==> src/rtl/mem_wb_stage_if.sv <==
// Data-memory request bus between the MEM stage and the datapath/cache port.
interface mem_wb_stage_if #(
  parameter int WORD_W = 32
);
  logic              dmemREN;
  logic              dmemWEN;
  logic [WORD_W-1:0] dmemaddr;
  logic [WORD_W-1:0] dmemstore;
  logic              dhit;
  logic [WORD_W-1:0] dmemload;

  modport master (
    output dmemREN, dmemWEN, dmemaddr, dmemstore,
    input  dhit, dmemload
  );

  modport slave (
    input  dmemREN, dmemWEN, dmemaddr, dmemstore,
    output dhit, dmemload
  );
endinterface

==> src/rtl/mem_wb_stage.sv <==
// MEM stage: issues data-memory requests, stalls until dhit, and owns the
// MEM/WB register, the sticky halt and a saturating stall-cycle counter.
//
// state  | meaning
// IDLE   | requests driven from the EX/MEM register, stall until dhit
// DONE   | access finished while MEM/WB was frozen; load data kept in hold
// HALTED | halt retired; no further requests or register writes
module mem_wb_stage #(
  parameter int WORD_W = 32,
  parameter int SEL_W  = 5,
  parameter int CNT_W  = 16
) (
  input  logic              CLK,
  input  logic              nRST,
  input  logic              memcuDRE,
  input  logic              memcuDWE,
  input  logic              memcuHALT,
  input  logic              memMemToReg,
  input  logic              memWEN,
  input  logic [SEL_W-1:0]  memwsel,
  input  logic [WORD_W-1:0] memOutput_Port,
  input  logic [WORD_W-1:0] memrdat2,
  input  logic [WORD_W-1:0] meminstr,
  input  logic              wbW,
  input  logic              wbRST,
  mem_wb_stage_if.master    dmem,
  output logic              mem_stall,
  output logic              wbWEN,
  output logic [SEL_W-1:0]  wbwsel,
  output logic [WORD_W-1:0] wbwdat,
  output logic [WORD_W-1:0] wbinstr,
  output logic              wbHALT,
  output logic [CNT_W-1:0]  stall_cnt
);

  typedef enum logic [1:0] {IDLE, DONE, HALTED} state_t;

  state_t            state, nextState;
  logic              reqRead, reqWrite;
  logic              capture, latchHold;
  logic [WORD_W-1:0] hold, wbdataNext;

  // Requests are gated by nRST so they drop the instant reset asserts.
  assign reqWrite = (state == IDLE) & nRST & memcuDWE;
  assign reqRead  = (state == IDLE) & nRST & memcuDRE & ~memcuDWE;

  assign dmem.dmemREN   = reqRead;
  assign dmem.dmemWEN   = reqWrite;
  assign dmem.dmemaddr  = memOutput_Port;
  assign dmem.dmemstore = memrdat2;

  assign mem_stall = (reqRead | reqWrite) & ~dmem.dhit;
  assign capture   = wbW & ~mem_stall;

  always_comb begin
    nextState  = state;
    latchHold  = 1'b0;
    wbdataNext = memOutput_Port;
    if (memMemToReg)
      wbdataNext = (state == DONE) ? hold : dmem.dmemload;

    if (wbRST) begin
      if (state != HALTED)
        nextState = IDLE;
    end else if (capture) begin
      if (memcuHALT || state == HALTED)
        nextState = HALTED;
      else
        nextState = IDLE;
    end else if (state == IDLE && dmem.dhit && (reqRead || reqWrite)) begin
      nextState = DONE;
      latchHold = 1'b1;
    end
  end

  always_ff @(posedge CLK or negedge nRST) begin
    if (!nRST) begin
      state <= IDLE;
      hold  <= '0;
    end else begin
      state <= nextState;
      if (latchHold)
        hold <= dmem.dmemload;
    end
  end

  always_ff @(posedge CLK or negedge nRST) begin
    if (!nRST) begin
      wbWEN   <= 1'b0;
      wbwsel  <= '0;
      wbwdat  <= '0;
      wbinstr <= '0;
      wbHALT  <= 1'b0;
    end else if (wbRST) begin
      wbWEN   <= 1'b0;
      wbwsel  <= '0;
      wbwdat  <= '0;
      wbinstr <= '0;
    end else if (capture) begin
      wbWEN   <= memWEN & (state != HALTED);
      wbwsel  <= memwsel;
      wbwdat  <= wbdataNext;
      wbinstr <= meminstr;
      wbHALT  <= wbHALT | memcuHALT;
    end
  end

  always_ff @(posedge CLK or negedge nRST) begin
    if (!nRST)
      stall_cnt <= '0;
    else if (mem_stall && stall_cnt != '1)
      stall_cnt <= stall_cnt + CNT_W'(1);
  end

endmodule
==> src/flat_wrapper.sv <==
// flat-port wrapper written by rule: the top's interface ports become plain ports
module mem_wb_stage_flat 
#(
  parameter int WORD_W = 32,
  parameter int SEL_W  = 5,
  parameter int CNT_W  = 16
)
  (CLK, nRST, memcuDRE, memcuDWE, memcuHALT, memMemToReg, memWEN, memwsel, memOutput_Port, memrdat2, meminstr, wbW, wbRST, mem_stall, wbWEN, wbwsel, wbwdat, wbinstr, wbHALT, stall_cnt, dmem_dmemREN, dmem_dmemWEN, dmem_dmemaddr, dmem_dmemstore, dmem_dhit, dmem_dmemload);
  mem_wb_stage_if #(.WORD_W(WORD_W)) dmem_i ();
  input  logic CLK;
  input  logic nRST;
  input  logic memcuDRE;
  input  logic memcuDWE;
  input  logic memcuHALT;
  input  logic memMemToReg;
  input  logic memWEN;
  input  logic [SEL_W-1:0] memwsel;
  input  logic [WORD_W-1:0] memOutput_Port;
  input  logic [WORD_W-1:0] memrdat2;
  input  logic [WORD_W-1:0] meminstr;
  input  logic wbW;
  input  logic wbRST;
  output logic mem_stall;
  output logic wbWEN;
  output logic [SEL_W-1:0] wbwsel;
  output logic [WORD_W-1:0] wbwdat;
  output logic [WORD_W-1:0] wbinstr;
  output logic wbHALT;
  output logic [CNT_W-1:0] stall_cnt;
  output wire logic [$bits(dmem_i.dmemREN)-1:0] dmem_dmemREN;
  output wire logic [$bits(dmem_i.dmemWEN)-1:0] dmem_dmemWEN;
  output wire logic [$bits(dmem_i.dmemaddr)-1:0] dmem_dmemaddr;
  output wire logic [$bits(dmem_i.dmemstore)-1:0] dmem_dmemstore;
  input wire logic [$bits(dmem_i.dhit)-1:0] dmem_dhit;
  input wire logic [$bits(dmem_i.dmemload)-1:0] dmem_dmemload;
  assign dmem_dmemREN = dmem_i.dmemREN;
  assign dmem_dmemWEN = dmem_i.dmemWEN;
  assign dmem_dmemaddr = dmem_i.dmemaddr;
  assign dmem_dmemstore = dmem_i.dmemstore;
  assign dmem_i.dhit = dmem_dhit;
  assign dmem_i.dmemload = dmem_dmemload;
  mem_wb_stage #(.WORD_W(WORD_W), .SEL_W(SEL_W), .CNT_W(CNT_W)) u_core (.CLK(CLK), .nRST(nRST), .memcuDRE(memcuDRE), .memcuDWE(memcuDWE), .memcuHALT(memcuHALT), .memMemToReg(memMemToReg), .memWEN(memWEN), .memwsel(memwsel), .memOutput_Port(memOutput_Port), .memrdat2(memrdat2), .meminstr(meminstr), .wbW(wbW), .wbRST(wbRST), .dmem(dmem_i), .mem_stall(mem_stall), .wbWEN(wbWEN), .wbwsel(wbwsel), .wbwdat(wbwdat), .wbinstr(wbinstr), .wbHALT(wbHALT), .stall_cnt(stall_cnt));
endmodule
==> config.mk <==
export PLATFORM = sky130hd
export DESIGN_NAME = mem_wb_stage_flat
export DESIGN_NICKNAME = d
export VERILOG_FILES = /design/src/rtl/mem_wb_stage_if.sv /design/src/rtl/mem_wb_stage.sv /design/src/flat_wrapper.sv
export SDC_FILE = /design/constraint.sdc
export NUM_CORES = 1
export LEC_CHECK = 0
export BUFFER_PORTS_ARGS = -buffer_cell sky130_fd_sc_hd__buf_4
export CAP_MARGIN = 15
export CORE_MARGIN = 5
export CORE_UTILIZATION = 46
export DETAILED_ROUTE_END_ITERATION = 12
export GPL_ROUTABILITY_DRIVEN = 0
export GPL_TIMING_DRIVEN = 0
export PLACE_DENSITY = 0.85
export SLEW_MARGIN = 20
export SYNTH_ARGS = -nofsm -noshare
export SYNTH_HDL_FRONTEND = slang
export SYNTH_SLANG_ARGS = --single-unit
==> constraint.sdc <==
create_clock -name CLK -period 2.3 [get_ports CLK]
set_input_delay 0.23 -clock CLK [delete_from_list [all_inputs] [get_ports CLK]]
set_output_delay 0.23 -clock CLK [all_outputs]
set_load 0.02 [all_outputs]
==> impl_metrics.env, run 1 <==
export IMPL_p_per_area_nw_per_um2=665
export IMPL_routed_wirelength_mm=17.5
export IMPL_largest_fanout_on_the_critical_path=10
export IMPL_clock_root_buffer="sky130_fd_sc_hd__clkbuf_16"
export IMPL_synth_cell_area_um2=5920
export IMPL_edff_count_synth=0
export IMPL_run_status="complete, no violations"
export IMPL_critical_path_cell_chain="or3b_4 -> or2_0 -> buf_2 -> inv_2 -> nor3b_1 -> clkbuf_2 -> buf_2 -> a22o_1"
export IMPL_floorplan_initialDensity_pct=46.9
export IMPL_cts_tree="built"
export IMPL_first_pass_iters=4
export IMPL_power_combinational_fraction_pct=16.3
export IMPL_dr_first_iter_drc_count=390
export IMPL_die_width_um=123
export IMPL_worst_slew_pin_slew_ns=0.625
export IMPL_min_period_over_period_pct=95.0
export IMPL_clock_skew_ns=0.00462
export IMPL_via_count_of_the_first_global_routing_pass=5211
export IMPL_timing_hold_ws_ns=0.0402
export IMPL_drt_vias_per_instance=5.24
export IMPL_grt_first_pass_wirelength_mm=26.2
export IMPL_areaGrowthSynthToFinish_pct=48.3
export IMPL_worst_path_max_delay_cell="sky130_fd_sc_hd__or3b_4"
export IMPL_timing_hold_worst_class="input pin to register"
export IMPL_synth_largest_area_cell="sky130_fd_sc_hd__dfrtp_1"
export IMPL_setup_failing_eps_final=0
export IMPL_dp_hpwl_mm=13.1
export IMPL_insertedDiodeCount=0
export IMPL_final_antenna_net_count=0
export IMPL_grt_start_max_net_pins=64
export IMPL_clock_sinks=121
export IMPL_port_buffers=263
export IMPL_globalRouteTotalUtil_pct=22.2
export IMPL_clock_latency_of_the_later_clocked_register_in_the_worst_skew_pair_ns=0.41
export IMPL_timing_final_max_slew_violations=0
export IMPL_cts_path_max_buffers=2
export IMPL_slew_headroom_pct=58.3
export IMPL_fillCellCount=949
export IMPL_internal_power_w=0.00440
export IMPL_timing_fmax_ghz=0.458
export IMPL_clock_tree_htree_level_count=4
export IMPL_timing_hold_violations_final=0
export IMPL_clock_power_share_pct=44.7
export IMPL_via_count=5018
export IMPL_max_cap_violations=0
export IMPL_arrival_ns=2.48
export IMPL_min_clock_period_post_route_ns=2.18
export IMPL_die_height_um=123
export IMPL_yosys_warnings=0
export IMPL_detail_route_wl_per_cell_um=18.2
export IMPL_number_of_antenna_violations_at_the_first_check_in_global_routing=0
export IMPL_worst_path_most_repeated_cell="sky130_fd_sc_hd__buf_2"
export IMPL_net_switching_power_w=0.00144
export IMPL_pin_count=297
export IMPL_yosys_most_used_dff="sky130_fd_sc_hd__dfrtp_1"
export IMPL_rsz0062_at_grt="false"
export IMPL_synthDistinctLibCells=46
export IMPL_layout_cells_most_common_list="sky130_fd_sc_hd__buf_4, sky130_fd_sc_hd__dfrtp_1, sky130_fd_sc_hd__a22o_1"
export IMPL_yosysTopAreaCellShare_pct=51.1
export IMPL_netSwitchingFraction_pct=24.7
export IMPL_vdd_ir_drop_max_mv=0.443
export IMPL_yosysSeqAreaShare_pct=51.1
export IMPL_timing_critical_path_to_type="register"
export IMPL_critPathLaunchType="register"
export IMPL_drt_drc_violations_left=0
export IMPL_syn_instance_count=488
export IMPL_syn_avg_cell_area_um2=12.1
export IMPL_synth_seq_cells=121
export IMPL_finish_net_count=917
export IMPL_cts_buffers=17
export IMPL_global_route_overflow_total=0
export IMPL_synth_async_reset_ratio_pct=100
export IMPL_required_ns=2.59
export IMPL_slowest_delay_ns=0.46
export IMPL_post_cts_setup_buffer_count=0
export IMPL_post_synth_main_area_contributors="sky130_fd_sc_hd__dfrtp_1, sky130_fd_sc_hd__a22o_1, sky130_fd_sc_hd__buf_4"
export IMPL_seq_area_um2=3030
export IMPL_most_common_library_cell_in_the_layout_ignoring_fill_and_taps="sky130_fd_sc_hd__buf_4"
export IMPL_power_share_of_the_sequential_group_pct=39.0
export IMPL_synth_net_count=632
export IMPL_placement_rows=41
export IMPL_timing_worst_setup_path_type="register to register"
export IMPL_total_die_area_um2=15200
export IMPL_clk_transition_reported_paths_ns=0.05
export IMPL_layout_core_utilization_pct=69.6
export IMPL_design_core_area_um2=12600
export IMPL_static_power_due_to_leakage_nw=4.63
export IMPL_layout_drive_gt1_share_pct=53.7
export IMPL_multi_input_area_um2=2210
## worst max-delay path: cells and delay by family (launching register included)
family	cells	cell delay (ns)
compound gates	1	0.25
buf+inv	4	0.70
flops	1	0.39
simple gates	3	0.73
## through the flow
step	std cells	total power, W	TNS (ns)	setup WS (ns)	area [um^2]
final	958	0.00584	0	0.116	8780
after global routing	958	0.00606	0	0.0290	8780
after CTS	958	0.00588	0	0.00775	8760
after detailed placement	924	0.00326	-28.19	-0.375	8140
after global placement	923	0.00323	-112.49	-1.09	8110
after floorplan	488	0.00275	0	0.314	5920
## Yosys cell counts, types with 2 or more instances
cell and number:
sky130_fd_sc_hd__and2_1 2, sky130_fd_sc_hd__xnor2_1 7, sky130_fd_sc_hd__buf_4 64, sky130_fd_sc_hd__mux2_4 29, sky130_fd_sc_hd__and3_1 5, sky130_fd_sc_hd__buf_2 18
sky130_fd_sc_hd__a22o_1 69, sky130_fd_sc_hd__and4_1 3, sky130_fd_sc_hd__dfrtp_1 121, sky130_fd_sc_hd__nand4_1 5, sky130_fd_sc_hd__inv_1 2, sky130_fd_sc_hd__buf_12 3
sky130_fd_sc_hd__o21ai_0 2, sky130_fd_sc_hd__a21o_1 2, sky130_fd_sc_hd__a21oi_1 33, sky130_fd_sc_hd__mux2i_1 32, sky130_fd_sc_hd__nand3_1 7, sky130_fd_sc_hd__nor2_1 35
sky130_fd_sc_hd__a31oi_1 3, sky130_fd_sc_hd__nand2_1 3, sky130_fd_sc_hd__xor2_1 2, sky130_fd_sc_hd__clkbuf_1 10, sky130_fd_sc_hd__nor3b_1 3, sky130_fd_sc_hd__mux2_2 6
## power groups by stage
stage          Clock (W)  Combinational [W]  Sequential [W]
3_5_place_dp           0           0.000946         0.00231
2_1_floorplan          0           0.000354         0.00240
3_3_place_gp           0           0.000917         0.00231
6_report         0.00261           0.000949         0.00228
5_1_grt          0.00276            0.00101         0.00229
4_1_cts          0.00265           0.000957         0.00228
## worst paths after layout
kind                                             start                             end  slack (ns)  cells after the start
max                        u_core.state[1]$_DFFE_PN0P_  u_core.wbinstr[23]$_DFFE_PN0P_        0.12                      8
min                                       meminstr[30]  u_core.wbinstr[30]$_DFFE_PN0P_        0.04                      2
max reg2reg                u_core.state[1]$_DFFE_PN0P_  u_core.wbinstr[23]$_DFFE_PN0P_        0.12                      8
min reg2reg                  u_core.wbHALT$_DFFE_PN0P_       u_core.wbHALT$_DFFE_PN0P_        0.46                      1
max in group asynchronous                         nRST   u_core.wbwdat[28]$_DFFE_PN0P_        1.43                      3
min in group asynchronous                         nRST    u_core.wbwdat[7]$_DFFE_PN0P_        0.57                      3
## cell families after synthesis
group	Yosys count	synth area share, %
mux	67	13.9
xor+xnor	9	1.33
fa+ha+maj	1	0.211
simple gates	72	6.55
compound gates	119	15.2
flops	121	51.1
buf+inv	99	11.7
## final cells by class
| cell class | count | area share [%] |
|---|---|---|
| plain buffers | 96 | 7.78 |
| clock buffers | 24 | 5.60 |
| clock inverters | 8 | 1.05 |
| inverters | 3 | 0.128 |
| multi-input cells | 268 | 25.2 |
| flip-flops and latches | 121 | 34.5 |
| well taps | 172 | 2.45 |
| repair buffers | 266 | 23.3 |
## state kept, by name, indices dropped and copies added, names as in the netlist
register          cells
u_core.hold          32
u_core.wbinstr       32
u_core.wbwdat        32
u_core.stall_cnt     16
u_core.wbwsel         5
u_core.state          2
u_core.wbHALT         1
u_core.wbWEN          1
## per-layer routing
metal	part of all wire (%)	GRT usage [%]	vias up
met5	0	0	-
met4	1.6	8.17	0
met2	51	38.0	246
li1	-	-	2274
met1	38	26.3	2474
met3	8.7	6.91	24
## repair_timing
action,CTS,global route
setup endpoints to repair,0,71
hold endpoints to repair,58,0
hold buffers,2,0
gates resized for setup,0,6
Note: power is estimated with default switching activity, not from simulation.
==> run 2: changes to the inputs <==
--- a/config.mk
+++ b/config.mk
@@ -8,12 +8,14 @@
 export BUFFER_PORTS_ARGS = -buffer_cell sky130_fd_sc_hd__buf_4
 export CAP_MARGIN = 15
 export CORE_MARGIN = 5
-export CORE_UTILIZATION = 46
+export CORE_UTILIZATION = 48
+export CTS_BUF_LIST = sky130_fd_sc_hd__clkbuf_8
 export DETAILED_ROUTE_END_ITERATION = 12
 export GPL_ROUTABILITY_DRIVEN = 0
 export GPL_TIMING_DRIVEN = 0
-export PLACE_DENSITY = 0.85
+export PLACE_DENSITY = 0.88
 export SLEW_MARGIN = 20
 export SYNTH_ARGS = -nofsm -noshare
 export SYNTH_HDL_FRONTEND = slang
 export SYNTH_SLANG_ARGS = --single-unit
+export TNS_END_PERCENT = 1
==> impl_metrics.env, run 2 (same netlist as run 1, synthesis figures left out) <==
export IMPL_clock_latency_of_the_later_clocked_register_in_the_worst_skew_pair_ns=0.44
export IMPL_placement_rows=40
export IMPL_min_clock_period_post_route_ns=2.25
export IMPL_largest_fanout_on_the_critical_path=7
export IMPL_pin_count=297
export IMPL_setup_failing_eps_final=0
export IMPL_layout_drive_gt1_share_pct=52.3
export IMPL_layout_top_registers="u_core.hold (32), u_core.wbinstr (32), u_core.wbwdat (32)"
export IMPL_final_cells=973
export IMPL_max_cap_violations=0
export IMPL_placedCellCount=920
export IMPL_slew_headroom_pct=47.7
export IMPL_internal_power_w=0.00388
export IMPL_grt_start_max_net_pins=62
export IMPL_dr_first_iter_drc_count=388
export IMPL_timing_critical_path_to_type="register"
export IMPL_grt_first_pass_wirelength_mm=29.1
export IMPL_clock_skew_ns=0.00906
export IMPL_worst_path_max_delay_cell="sky130_fd_sc_hd__nor3b_1"
export IMPL_timing_reg2reg_worst_path_depth=4
export IMPL_clock_power_share_pct=38.2
export IMPL_dp_hpwl_mm=13.5
export IMPL_power_combinational_fraction_pct=18.7
export IMPL_routed_wirelength_mm=18.9
export IMPL_setup_slack_ns=0.0531
export IMPL_critPathLaunchType="register"
export IMPL_die_width_um=121
export IMPL_design_core_area_um2=12100
export IMPL_cts_tree="built"
export IMPL_cts_buffers=17
export IMPL_final_antenna_net_count=0
export IMPL_via_count_of_the_first_global_routing_pass=5533
export IMPL_timing_fmax_ghz=0.445
export IMPL_netSwitchingFraction_pct=26.4
export IMPL_rsz0062_at_grt="true"
export IMPL_detail_route_wl_per_cell_um=19.4
export IMPL_number_of_antenna_violations_at_the_first_check_in_global_routing=0
export IMPL_insertedDiodeCount=0
export IMPL_via_count=5213
export IMPL_worst_slew_pin_slew_ns=0.782
export IMPL_arrival_ns=2.57
export IMPL_areaGrowthSynthToFinish_pct=48.6
export IMPL_drt_drc_violations_left=0
export IMPL_timing_final_max_slew_violations=0
export IMPL_cts_path_max_buffers=2
export IMPL_finish_net_count=937
export IMPL_die_height_um=121
export IMPL_total_die_area_um2=14700
export IMPL_worst_hold_path_num_cells=2
export IMPL_clk_transition_reported_paths_ns=0.07
export IMPL_required_ns=2.62
export IMPL_drt_vias_per_instance=5.36
export IMPL_layout_cells_most_common_list="sky130_fd_sc_hd__buf_4, sky130_fd_sc_hd__dfrtp_1, sky130_fd_sc_hd__a22o_1"
export IMPL_timing_hold_worst_class="input pin to register"
export IMPL_global_route_overflow_total=0
export IMPL_clock_sinks=121
export IMPL_critical_path_cell_chain="or3b_4 -> nor3b_1 -> and3_1 -> mux2_2"
export IMPL_power_share_of_the_sequential_group_pct=43.2
export IMPL_post_cts_setup_buffer_count=0
export IMPL_most_common_library_cell_in_the_layout_ignoring_fill_and_taps="sky130_fd_sc_hd__buf_4"
export IMPL_net_switching_power_w=0.00139
export IMPL_p_per_area_nw_per_um2=600
export IMPL_static_power_due_to_leakage_nw=4.64
export IMPL_globalRouteTotalUtil_pct=25.4
export IMPL_port_buffers=263
export IMPL_dpl_cell_area_um2=8140
export IMPL_fin_tns_setup_ns=0
export IMPL_min_period_over_period_pct=97.7
export IMPL_vdd_ir_drop_max_mv=0.379
export IMPL_dpl_worst_slack_ns=-0.371
export IMPL_timing_hold_violations_final=0
export IMPL_final_design_area_no_fill_um2=8800
export IMPL_clock_root_buffer="sky130_fd_sc_hd__clkbuf_8"
export IMPL_clock_tree_htree_level_count=4
export IMPL_slowest_delay_ns=0.68
export IMPL_floorplan_initialDensity_pct=49.1
export IMPL_timing_worst_setup_path_type="register to register"
export IMPL_first_pass_iters=5
export IMPL_run_status="complete, no violations"
export IMPL_setup_reg_to_reg_worst_slack_ns=0.05
## run 2: what timing repair did
| action | in CTS | in global routing |
|---|---|---|
| setup endpoints to repair | 0 | 46 |
| hold endpoints to repair | 81 | 0 |
| hold buffers | 22 | 0 |
| gates resized for setup | 0 | 5 |
## run 2: area by class of cell
type | instances | area, um^2
Tap cell | 168 | 210
Inverter | 3 | 11.3
Clock buffer | 21 | 289
Buffer | 96 | 683
Multi-Input combinational cell | 268 | 2210
Fill cell | 798 | 3260
Timing Repair Buffer | 286 | 2240
Sequential cell | 121 | 3030
Clock inverter | 10 | 125
## run 2: critical path: cells and delay by family, from the launching register on
kind             cells  cell delay (ns)
DFF                  1             0.40
muxes                1             0.34
and+or+nand+nor      3             1.40
## run 2: power groups by stage
stage                     clock network (W)  registers, W  logic [W]
after detailed placement                  0       0.00231   0.000947
final                               0.00201       0.00228   0.000986
after global placement                    0       0.00231   0.000918
after global routing                0.00213       0.00229    0.00105
after floorplan                           0       0.00240   0.000354
after CTS                           0.00203       0.00228   0.000985
## run 2: final timing paths
check | from | end
max | u_core.state[1]$_DFFE_PN0P_ | u_core.stall_cnt[6]$_DFFE_PN0P_
min | meminstr[22] | u_core.wbinstr[22]$_DFFE_PN0P_
max reg2reg | u_core.state[1]$_DFFE_PN0P_ | u_core.stall_cnt[6]$_DFFE_PN0P_
min reg2reg | u_core.wbHALT$_DFFE_PN0P_ | u_core.wbHALT$_DFFE_PN0P_
max in group asynchronous | nRST | u_core.wbinstr[12]$_DFFE_PN0P_
min in group asynchronous | nRST | u_core.hold[6]$_DFFE_PN0P_
## run 2: metal layers
| layer | global-route usage (%) | routed length [um] |
|---|---|---|
| met1 | 28.5 | 7040 |
| met2 | 44.7 | 9690 |
| met3 | 8.44 | 1640 |
| met4 | 9.35 | 498 |
| met5 | 0 | 0 |
## run 2: through the flow
stage | hold WS [ns] | utilization, % | total power, W
after global placement | 0.442 | 67.2 | 0.00323
final | 0.0222 | 73.0 | 0.00528
after global routing | 0.00442 | 73.0 | 0.00547
after floorplan | -0.0656 | - | 0.00275
after detailed placement | 0.246 | 67.5 | 0.00326
after CTS | 0.000373 | 72.9 | 0.00529
